`src/rtl/sa_pkg.sv`:
```
// Shared state encoding and sizing helpers for the systolic-array injection sequencer.
package sa_pkg;

  localparam int SA_N            = 32;
  localparam int SA_FIFO_DEPTH   = 2 * SA_N;
  localparam int SA_DRAIN_CYCLES = 2 * SA_N - 1;
  localparam int SA_TILE_W       = 8;

  typedef enum logic [2:0] {
    ST_IDLE      = 3'd0,
    ST_WAIT_OPND = 3'd1,
    ST_STREAM    = 3'd2,
    ST_DRAIN     = 3'd3,
    ST_DONE      = 3'd4
  } sa_ctrl_state_t;

  function automatic int sa_max(input int a, input int b);
    return (a > b) ? a : b;
  endfunction

  // One counter serves both STREAM and DRAIN, so it is sized for the longer phase.
  function automatic int sa_cnt_width(input int depth, input int drain);
    int m;
    m = sa_max(depth, drain);
    return (m <= 1) ? 1 : $clog2(m);
  endfunction

  localparam int SA_CNT_W = sa_cnt_width(SA_FIFO_DEPTH, SA_DRAIN_CYCLES);

endpackage

```
`src/rtl/sa_inject_ctrl.sv`:
```
// Tile sequencer for the staggered injection FIFOs: load, stream, drain, done.
// Optional FIFO completion cross-check enabled by defining SA_INJECT_CTRL_CHECK_EN.
module sa_inject_ctrl
  import sa_pkg::*;
#(
  parameter int N            = SA_N,
  parameter int FIFO_DEPTH   = 2 * N,
  parameter int DRAIN_CYCLES = 2 * N - 1,
  parameter int TILE_W       = SA_TILE_W
) (
  input  logic              clk,
  input  logic              rst_n,
  input  logic              start,
  input  logic [TILE_W-1:0] num_tiles,
  input  logic              abort,
  input  logic              operand_valid,
  output logic              operand_ready,
  output logic              fifo_load,
  output logic              fifo_read_en,
  input  logic              fifo_complete,
  output logic              acc_clear,
  output logic              acc_en,
  output logic [TILE_W-1:0] tile_idx,
  output logic              busy,
  output logic              done,
  output logic              seq_error
);

  localparam int CNT_W = sa_cnt_width(FIFO_DEPTH, DRAIN_CYCLES);
  localparam logic [CNT_W-1:0] LAST_READ  = CNT_W'(FIFO_DEPTH - 1);
  localparam logic [CNT_W-1:0] LAST_DRAIN = CNT_W'(DRAIN_CYCLES - 1);

  sa_ctrl_state_t    state_reg, state_next;
  logic [CNT_W-1:0]  cnt_reg, cnt_next;
  logic [TILE_W-1:0] tiles_reg, tiles_next;
  logic [TILE_W-1:0] tile_idx_reg, tile_idx_next;
  logic              acc_clear_reg, acc_clear_next;
  logic              acc_en_reg, acc_en_next;
  logic              busy_reg, busy_next;
  logic              done_reg, done_next;

  logic start_ok, job_start, empty_job;
  logic in_wait, in_stream, in_drain;
  logic last_read, last_tile, drain_end;

  assign in_wait   = (state_reg == ST_WAIT_OPND);
  assign in_stream = (state_reg == ST_STREAM);
  assign in_drain  = (state_reg == ST_DRAIN);

  // abort outranks a coincident start
  assign start_ok  = (state_reg == ST_IDLE) && start && !abort;
  assign job_start = start_ok && (num_tiles != '0);
  assign empty_job = start_ok && (num_tiles == '0);

  assign last_read = in_stream && (cnt_reg == LAST_READ);
  assign last_tile = (tile_idx_reg == tiles_reg - TILE_W'(1));
  assign drain_end = in_drain && (cnt_reg == LAST_DRAIN);

  assign operand_ready = in_wait;
  assign fifo_load     = in_wait && operand_valid;
  assign fifo_read_en  = in_stream;

  always_comb begin
    state_next    = state_reg;
    cnt_next      = cnt_reg;
    tiles_next    = tiles_reg;
    tile_idx_next = tile_idx_reg;
    if (abort) begin
      state_next    = ST_IDLE;
      cnt_next      = '0;
      tiles_next    = '0;
      tile_idx_next = '0;
    end else begin
      case (state_reg)
        ST_IDLE: begin
          if (job_start) begin
            state_next    = ST_WAIT_OPND;
            tiles_next    = num_tiles;
            tile_idx_next = '0;
            cnt_next      = '0;
          end
        end
        ST_WAIT_OPND: begin
          if (operand_valid) begin
            state_next = ST_STREAM;
            cnt_next   = '0;
          end
        end
        ST_STREAM: begin
          if (last_read) begin
            cnt_next = '0;
            if (last_tile) begin
              state_next = ST_DRAIN;
            end else begin
              state_next    = ST_WAIT_OPND;
              tile_idx_next = tile_idx_reg + TILE_W'(1);
            end
          end else begin
            cnt_next = cnt_reg + CNT_W'(1);
          end
        end
        ST_DRAIN: begin
          if (drain_end) begin
            state_next = ST_DONE;
            cnt_next   = '0;
          end else begin
            cnt_next = cnt_reg + CNT_W'(1);
          end
        end
        ST_DONE: begin
          state_next    = ST_IDLE;
          tile_idx_next = '0;
          tiles_next    = '0;
        end
        default: begin
          state_next    = ST_IDLE;
          cnt_next      = '0;
          tiles_next    = '0;
          tile_idx_next = '0;
        end
      endcase
    end
  end

  // acc_en trails the read enable by one cycle to line up with the FIFO output
  // register, then holds through the drain window whose first cycle is that
  // delayed final read.
  always_comb begin
    acc_clear_next = job_start;
    acc_en_next    = !abort && (in_stream || (in_drain && !drain_end));
    busy_next      = (state_next != ST_IDLE);
    done_next      = !abort && ((state_reg == ST_DONE) || empty_job);
  end

  always_ff @(posedge clk or negedge rst_n) begin
    if (!rst_n) begin
      state_reg     <= ST_IDLE;
      cnt_reg       <= '0;
      tiles_reg     <= '0;
      tile_idx_reg  <= '0;
      acc_clear_reg <= 1'b0;
      acc_en_reg    <= 1'b0;
      busy_reg      <= 1'b0;
      done_reg      <= 1'b0;
    end else begin
      state_reg     <= state_next;
      cnt_reg       <= cnt_next;
      tiles_reg     <= tiles_next;
      tile_idx_reg  <= tile_idx_next;
      acc_clear_reg <= acc_clear_next;
      acc_en_reg    <= acc_en_next;
      busy_reg      <= busy_next;
      done_reg      <= done_next;
    end
  end

  assign acc_clear = acc_clear_reg;
  assign acc_en    = acc_en_reg;
  assign busy      = busy_reg;
  assign done      = done_reg;
  assign tile_idx  = tile_idx_reg;

`ifdef SA_INJECT_CTRL_CHECK_EN
  logic last_read_d_reg;
  logic seq_error_reg;
  logic early_complete, missing_complete;

  assign early_complete   = in_stream && (cnt_reg != LAST_READ) && fifo_complete;
  assign missing_complete = last_read_d_reg && !fifo_complete;

  always_ff @(posedge clk or negedge rst_n) begin
    if (!rst_n) begin
      last_read_d_reg <= 1'b0;
      seq_error_reg   <= 1'b0;
    end else begin
      last_read_d_reg <= last_read && !abort;
      if (start_ok) begin
        seq_error_reg <= 1'b0;
      end else if (early_complete || missing_complete) begin
        seq_error_reg <= 1'b1;
      end
    end
  end

  assign seq_error = seq_error_reg;
`else
  logic unused_complete;
  assign unused_complete = fifo_complete;
  assign seq_error       = 1'b0;
`endif

endmodule

```
`config.mk`:
```
export PLATFORM = sky130hd
export DESIGN_NAME = sa_inject_ctrl
export DESIGN_NICKNAME = d
export VERILOG_FILES = /design/src/rtl/sa_pkg.sv /design/src/rtl/sa_inject_ctrl.sv
export SDC_FILE = /design/constraint.sdc
export NUM_CORES = 1
export LEC_CHECK = 0
export CAP_MARGIN = 25
export CORE_UTILIZATION = 48
export DETAILED_ROUTE_END_ITERATION = 8
export PLACE_DENSITY_LB_ADDON = 0.15
export SKIP_CTS_REPAIR_TIMING = 1
export SYNTH_ARGS = -nofsm -noshare
export SYNTH_HDL_FRONTEND = slang
export SYNTH_SLANG_ARGS = --single-unit
```
`constraint.sdc`:
```
create_clock -name clk -period 2.3 [get_ports clk]
set_input_delay 0.69 -clock clk [delete_from_list [all_inputs] [get_ports clk]]
set_output_delay 0.69 -clock clk [all_outputs]
set_load 0.005 [all_outputs]
```
**Word-level counts from Yosys, hierarchy flattened**

Index checks and enable logic that the tools add are counted.

- Flip-flop bits (word level): 29
- Latch bits: 0
- Bits in writable memories: 0
- ROM bits: 0
- Input port bits: 14
- Word-level logic and storage cells: 69
- Memories: 0

- $add $sub $neg: 3
- Multipliers: 0
- Div/mod/pow operators: 0
- Order comparisons: 0
- Equal/unequal tests: 14
- Shift operators: 0
- Muxes and demuxes: 21
- Bitwise operators: 0
- Reductions and logical operators: 23

Operators by type and width:

| kind | count |
|---|---|
| 8-bit two-way mux | 6 |
| 6-bit two-way mux | 5 |
| 6-bit one-hot mux with 5 select lines | 1 |
| 8-bit one-hot mux with 3 select lines | 1 |
| 8-bit one-hot mux with 2 select lines | 1 |
| 3-bit two-way mux | 5 |
| 6-bit equality test (second input constant) | 2 |
| 3-bit one-hot mux with 4 select lines | 1 |
| 1-bit logical AND | 10 |
| 3-bit != test (second input constant) | 3 |
| 8-bit by 1-bit adder with 8-bit output (second input constant) | 1 |
| 8-bit equality test | 1 |
| 8-bit zero test | 1 |
| 8-bit nonzero test | 1 |
| 8-bit by 1-bit subtractor with 8-bit output (second input constant) | 1 |
| 6-bit by 1-bit adder with 6-bit output (second input constant) | 1 |
| 3-bit by 2-bit equality test with 1-bit output (second input constant) | 2 |
| 2-bit by 1-bit != test with 1-bit output (second input constant) | 2 |
| 4-bit AND reduction | 1 |
| 3-bit by 1-bit equality test with 1-bit output (second input constant) | 1 |
| 3-bit equality test (second input constant) | 1 |
| 3-bit zero test | 1 |
| 3-bit by 2-bit != test with 1-bit output (second input constant) | 1 |
| 3-bit AND reduction | 1 |
| 8 further kinds | 10 |

**Longest topological paths before layout**

- Word-level depth: 8
- Depth in mapped cells: 9
- Gate-level depth less buffers: 8

**Worst setup path after synthesis**

OpenSTA, ideal clock, no wires.

- Path kind: input -> register
- Start: in num_tiles[5]
- End: reg tile_idx_reg[7] (netlist: tile_idx[7])
- Setup time: 0.129 ns
- Arrival time: 2.303 ns
- Data required time: 2.171 ns
- Slack: -0.132 ns
- Stages: 7
- Buffers on the path: 1
- Cell sequence: or4_1 o211a_1 buf_6 or3_4 a21oi_4 or2_4 o221ai_2

- Cells in the longest elaborated chain, start to end: 4

RTL lines:

| element | RTL line | source |
|---|---|---|
| start, declared | sa_inject_ctrl.sv:14 | `input logic [TILE_W-1:0] num_tiles,` |
| 8-bit nonzero test | sa_inject_ctrl.sv:52 | `assign job_start = start_ok && (num_tiles != '0);` |
| 1-bit logical AND | sa_inject_ctrl.sv:52 |  |
| 3-bit != test (no line) | - |  |
| 4-bit AND reduction (no line) | - |  |
| end signal, assigned | sa_inject_ctrl.sv:149 | `tile_idx_reg <= tile_idx_next;` |
| end, declared | sa_inject_ctrl.sv:36 | `logic [TILE_W-1:0] tile_idx_reg, tile_idx_next;` |

Every way passes these cells.
A chain may end at the register's enable or synchronous reset.

**Worst setup path after layout**

- Start: in num_tiles[2]
- End: reg tile_idx_reg[4] (netlist: tile_idx[4])

Same word-level chain as after synthesis.

==> results_dict.tcl <==
set metrics [dict create \
    dp_hpwl_um 3250 \
    worstPathRequired_ns 2.52 \
    syn2layout_area_growth_pct 34.95 \
    wirelength_um 4220 \
    via_count 1675 \
    netlist_instances 201 \
    violations "setup timing" \
    synth.avg_cell_area_um2 8.958 \
    port_buffers 27 \
    holdCritStartpoint "cnt_reg[5]$_DFFE_PN0P_" \
    min_to "cnt_reg[5]$_DFFE_PN0P_" \
    start_kind "input port" \
    drc 0 \
    slowest_delay_ns 0.54 \
    initial_core_util_pct 51.91 \
    min_path_cells 1 \
    grt_pass1_wl_um 7410 \
    drtAntennaViolNets 0 \
    grt_pass1_vias 1687 \
    clockBufferDepth 2 \
    syn_area_um2 1800 \
    total_power_mw 1.214 \
    final.setup_skew_ns 0.004935 \
    setup_viol 4 \
    grt_overflow 0 \
    grt_max_degree 30 \
    numCtsBuffers 5 \
    vdd_drop_max_v 0.0003768 \
    crit_arrival_ns 2.56 \
    cp-end-kind "flip-flop" \
    synth-warning-count 0 \
    h-tree-depth 2 \
    hp-class "reg -> reg" \
    switching_share_pct 26.68 \
    rsz0062_at_grt "yes" \
    num_rows 21 \
    timing_hold_violations_final 0 \
    dr.first_iter.drc_count 80 \
    cp_max_fo 4 \
    layout.nets 271 \
    num_antenna_cells 0 \
    yosysUniqueCellTypes 52 \
    synth_ff_type "dfrtp_1" \
    firstDrtPassIters 4 \
    drv_cap 0 \
    reg2reg_from "tiles_reg[0]$_DFFE_PN0P_" \
    ys_seq_elements 29 \
    antenna_found_initial 0 \
    path_cells "buf_6, or4_4, o211a_4, or3_4, a21oi_4, or2_4, a31o_1" \
    final_cells 299 \
    cp_slowest_cell "or4_4" \
    final_max_slew_viol_count 0 \
    gp_congestion 0.8119 \
    pre_cts_ws_ns -0.5530 \
    clkTransAtPathRegs_ns 0.06 \
    leakage_nw 1.117 \
    crit_type "in -> reg" \
    track_usage_pct 23.99 \
    clock-sinks 29 \
    post-place-cells 290 \
    r2r_end "busy$_DFF_PN0_" \
    timing.final.ws_setup_ns -0.03847 \
    status "finished, violations left" \
    p_per_area_nw_per_um2 499.7 \
    synth_edf_count 0 \
    dieArea_um2 4000 \
    core-area_um2 3468 \
    post_drt_wl_per_cell_um 14.11 \
    cts_tree "done" \
    num_io_pins 30 \
    power.internal_mw 0.8902 \
    seqPwrFrac_pct 44.7 \
    synth-async-reset-ratio_pct 100.0 \
    rrSetupSlack_ns 0.13 \
    synth_nets 219 \
    clk_latency_ns 0.28 \
    yosysSeqAreaShare_pct 40.31 \
    chipHeight_um 63.25 \
    viasPerCell 5.602 \
    die_w_um 63.25 \
    p_comb_share_pct 21.1 \
    cts_root_buffer "clkbuf_8" \
    p_clk_share_pct 34.2 \
    finalCritPeriodShare_pct 101.7 \
    fmax_mhz 427.6 \
    switching_power_mw 0.3239 \
    fin_crit_ns 2.338 \
    tns_ns -0.06710 \
    reg2regPathDepth 9 \
    drive_gt1_share_pct 23.72 \
]
==> worst max path at each step <==
stage / startpoint / endpoint / depth (start not counted) / slack [ns]
floorplan: num_tiles[1] / tile_idx[7]$_DFFE_PN0P_ / 7 / -0.11
global placement: num_tiles[1] / tile_idx[7]$_DFFE_PN0P_ / 7 / -0.53
detailed placement: num_tiles[1] / tile_idx[4]$_DFFE_PN0P_ / 7 / -0.55
CTS: operand_valid / fifo_load / 4 / -0.38
global route: num_tiles[2] / tile_idx[4]$_DFFE_PN0P_ / 7 / -0.06
finish: num_tiles[2] / tile_idx[4]$_DFFE_PN0P_ / 7 / -0.04
==> Yosys cell counts, drive strengths merged, types with 2 or more instances <==
master  number  area (um^2)
o21ai       20        103.9
dfrtp       29        725.7
nand2b      14        87.58
and3         5        31.28
and4         2        17.52
buf          4        28.78
o311ai       2        17.52
or4          2        18.77
clkbuf       3        11.26
o31a         2        17.52
a31o         3        26.28
or3b         2        17.52
or2          5        33.78
a211oi       6        57.56
nand3        5        25.02
inv         10        37.54
nor4         2        12.51
or3          3        23.77
xor2         4        35.03
a21oi        9        56.31
nor3         6        35.03
nor2        12        45.04
nor2b        4        25.02
nand2       21        78.83
xnor2        5        43.79
ha           4        50.05
o211a        2        20.02
==> cell type report <==
class / count / area (um^2)
tap: 46 / 57.56
multi-input combinational: 155 / 1056
inverter: 10 / 37.54
fill: 279 / 1039
clock buffer: 7 / 86.33
timing repair buffer: 52 / 466.7
sequential: 29 / 725.7
==> cell families (layout without fill, tap and decap cells) <==
| logic type | Yosys count | after routing | share of synthesized area [%] |
|---|---|---|---|
| AO/OA/AOI/OAI | 54 | 54 | 21.27 |
| XOR/XNOR | 9 | 9 | 4.378 |
| adder cells (fa/ha/maj) | 4 | 4 | 2.780 |
| buffers and inverters | 17 | 69 | 4.309 |
| flip-flops | 29 | 29 | 40.31 |
| multiplexers | 1 | 1 | 0.5560 |
| other | 1 | 1 | 0.2083 |
| AND/OR/NAND/NOR | 86 | 86 | 26.20 |
==> placed cells by master, fill, tap and decap left out, types with 3 or more instances in the layout <==
master / n
a31o_1: 3
a211oi_1: 5
nand3_1: 5
clkbuf_8: 6
inv_1: 10
o21ai_0: 16
nor3_1: 5
nand2b_1: 13
nor2_1: 12
clkdlybuf4s50_1: 16
xor2_1: 4
dfrtp_1: 29
a21oi_1: 8
buf_4: 24
ha_1: 4
and3_1: 5
or2_2: 4
dlymetal6s2s_1: 6
clkbuf_2: 4
nand2_1: 21
xnor2_1: 5
==> power by group through the flow <==
stage | registers, mW | clock network [mW] | logic [mW]
after detailed placement | 0.552 | 0 | 0.248
final | 0.543 | 0.415 | 0.256
after floorplan | 0.553 | 0 | 0.137
after global routing | 0.545 | 0.448 | 0.282
after global placement | 0.550 | 0 | 0.238
after CTS | 0.543 | 0.430 | 0.249
==> metrics by stage <==
stage	cell area, um^2	hold slack (ns)	utilization, %
floorplan	1804	0.3944	-
global placement	2265	0.4908	65.30
detailed placement	2265	0.5033	65.30
CTS	2351	0.5114	67.79
global route	2430	0.5318	70.06
finish	2430	0.5079	70.06
==> per-layer routing <==
metal  wire length [um]  up-vias  GRT usage [%]
met2               2112       41          40.86
met5                  0        -              0
li1                   -      823              -
met3                161       13          5.435
met4                121        0          11.93
met1               1824      798          28.26
==> worst max-delay path: cells and delay by family <==
family,cells,cell delay (ns)
AND/OR/NAND/NOR,3,1.11
buffers and inverters,1,0.09
AO/OA/AOI/OAI,3,0.67
No activity file was read; power rests on OpenSTA's default activity.
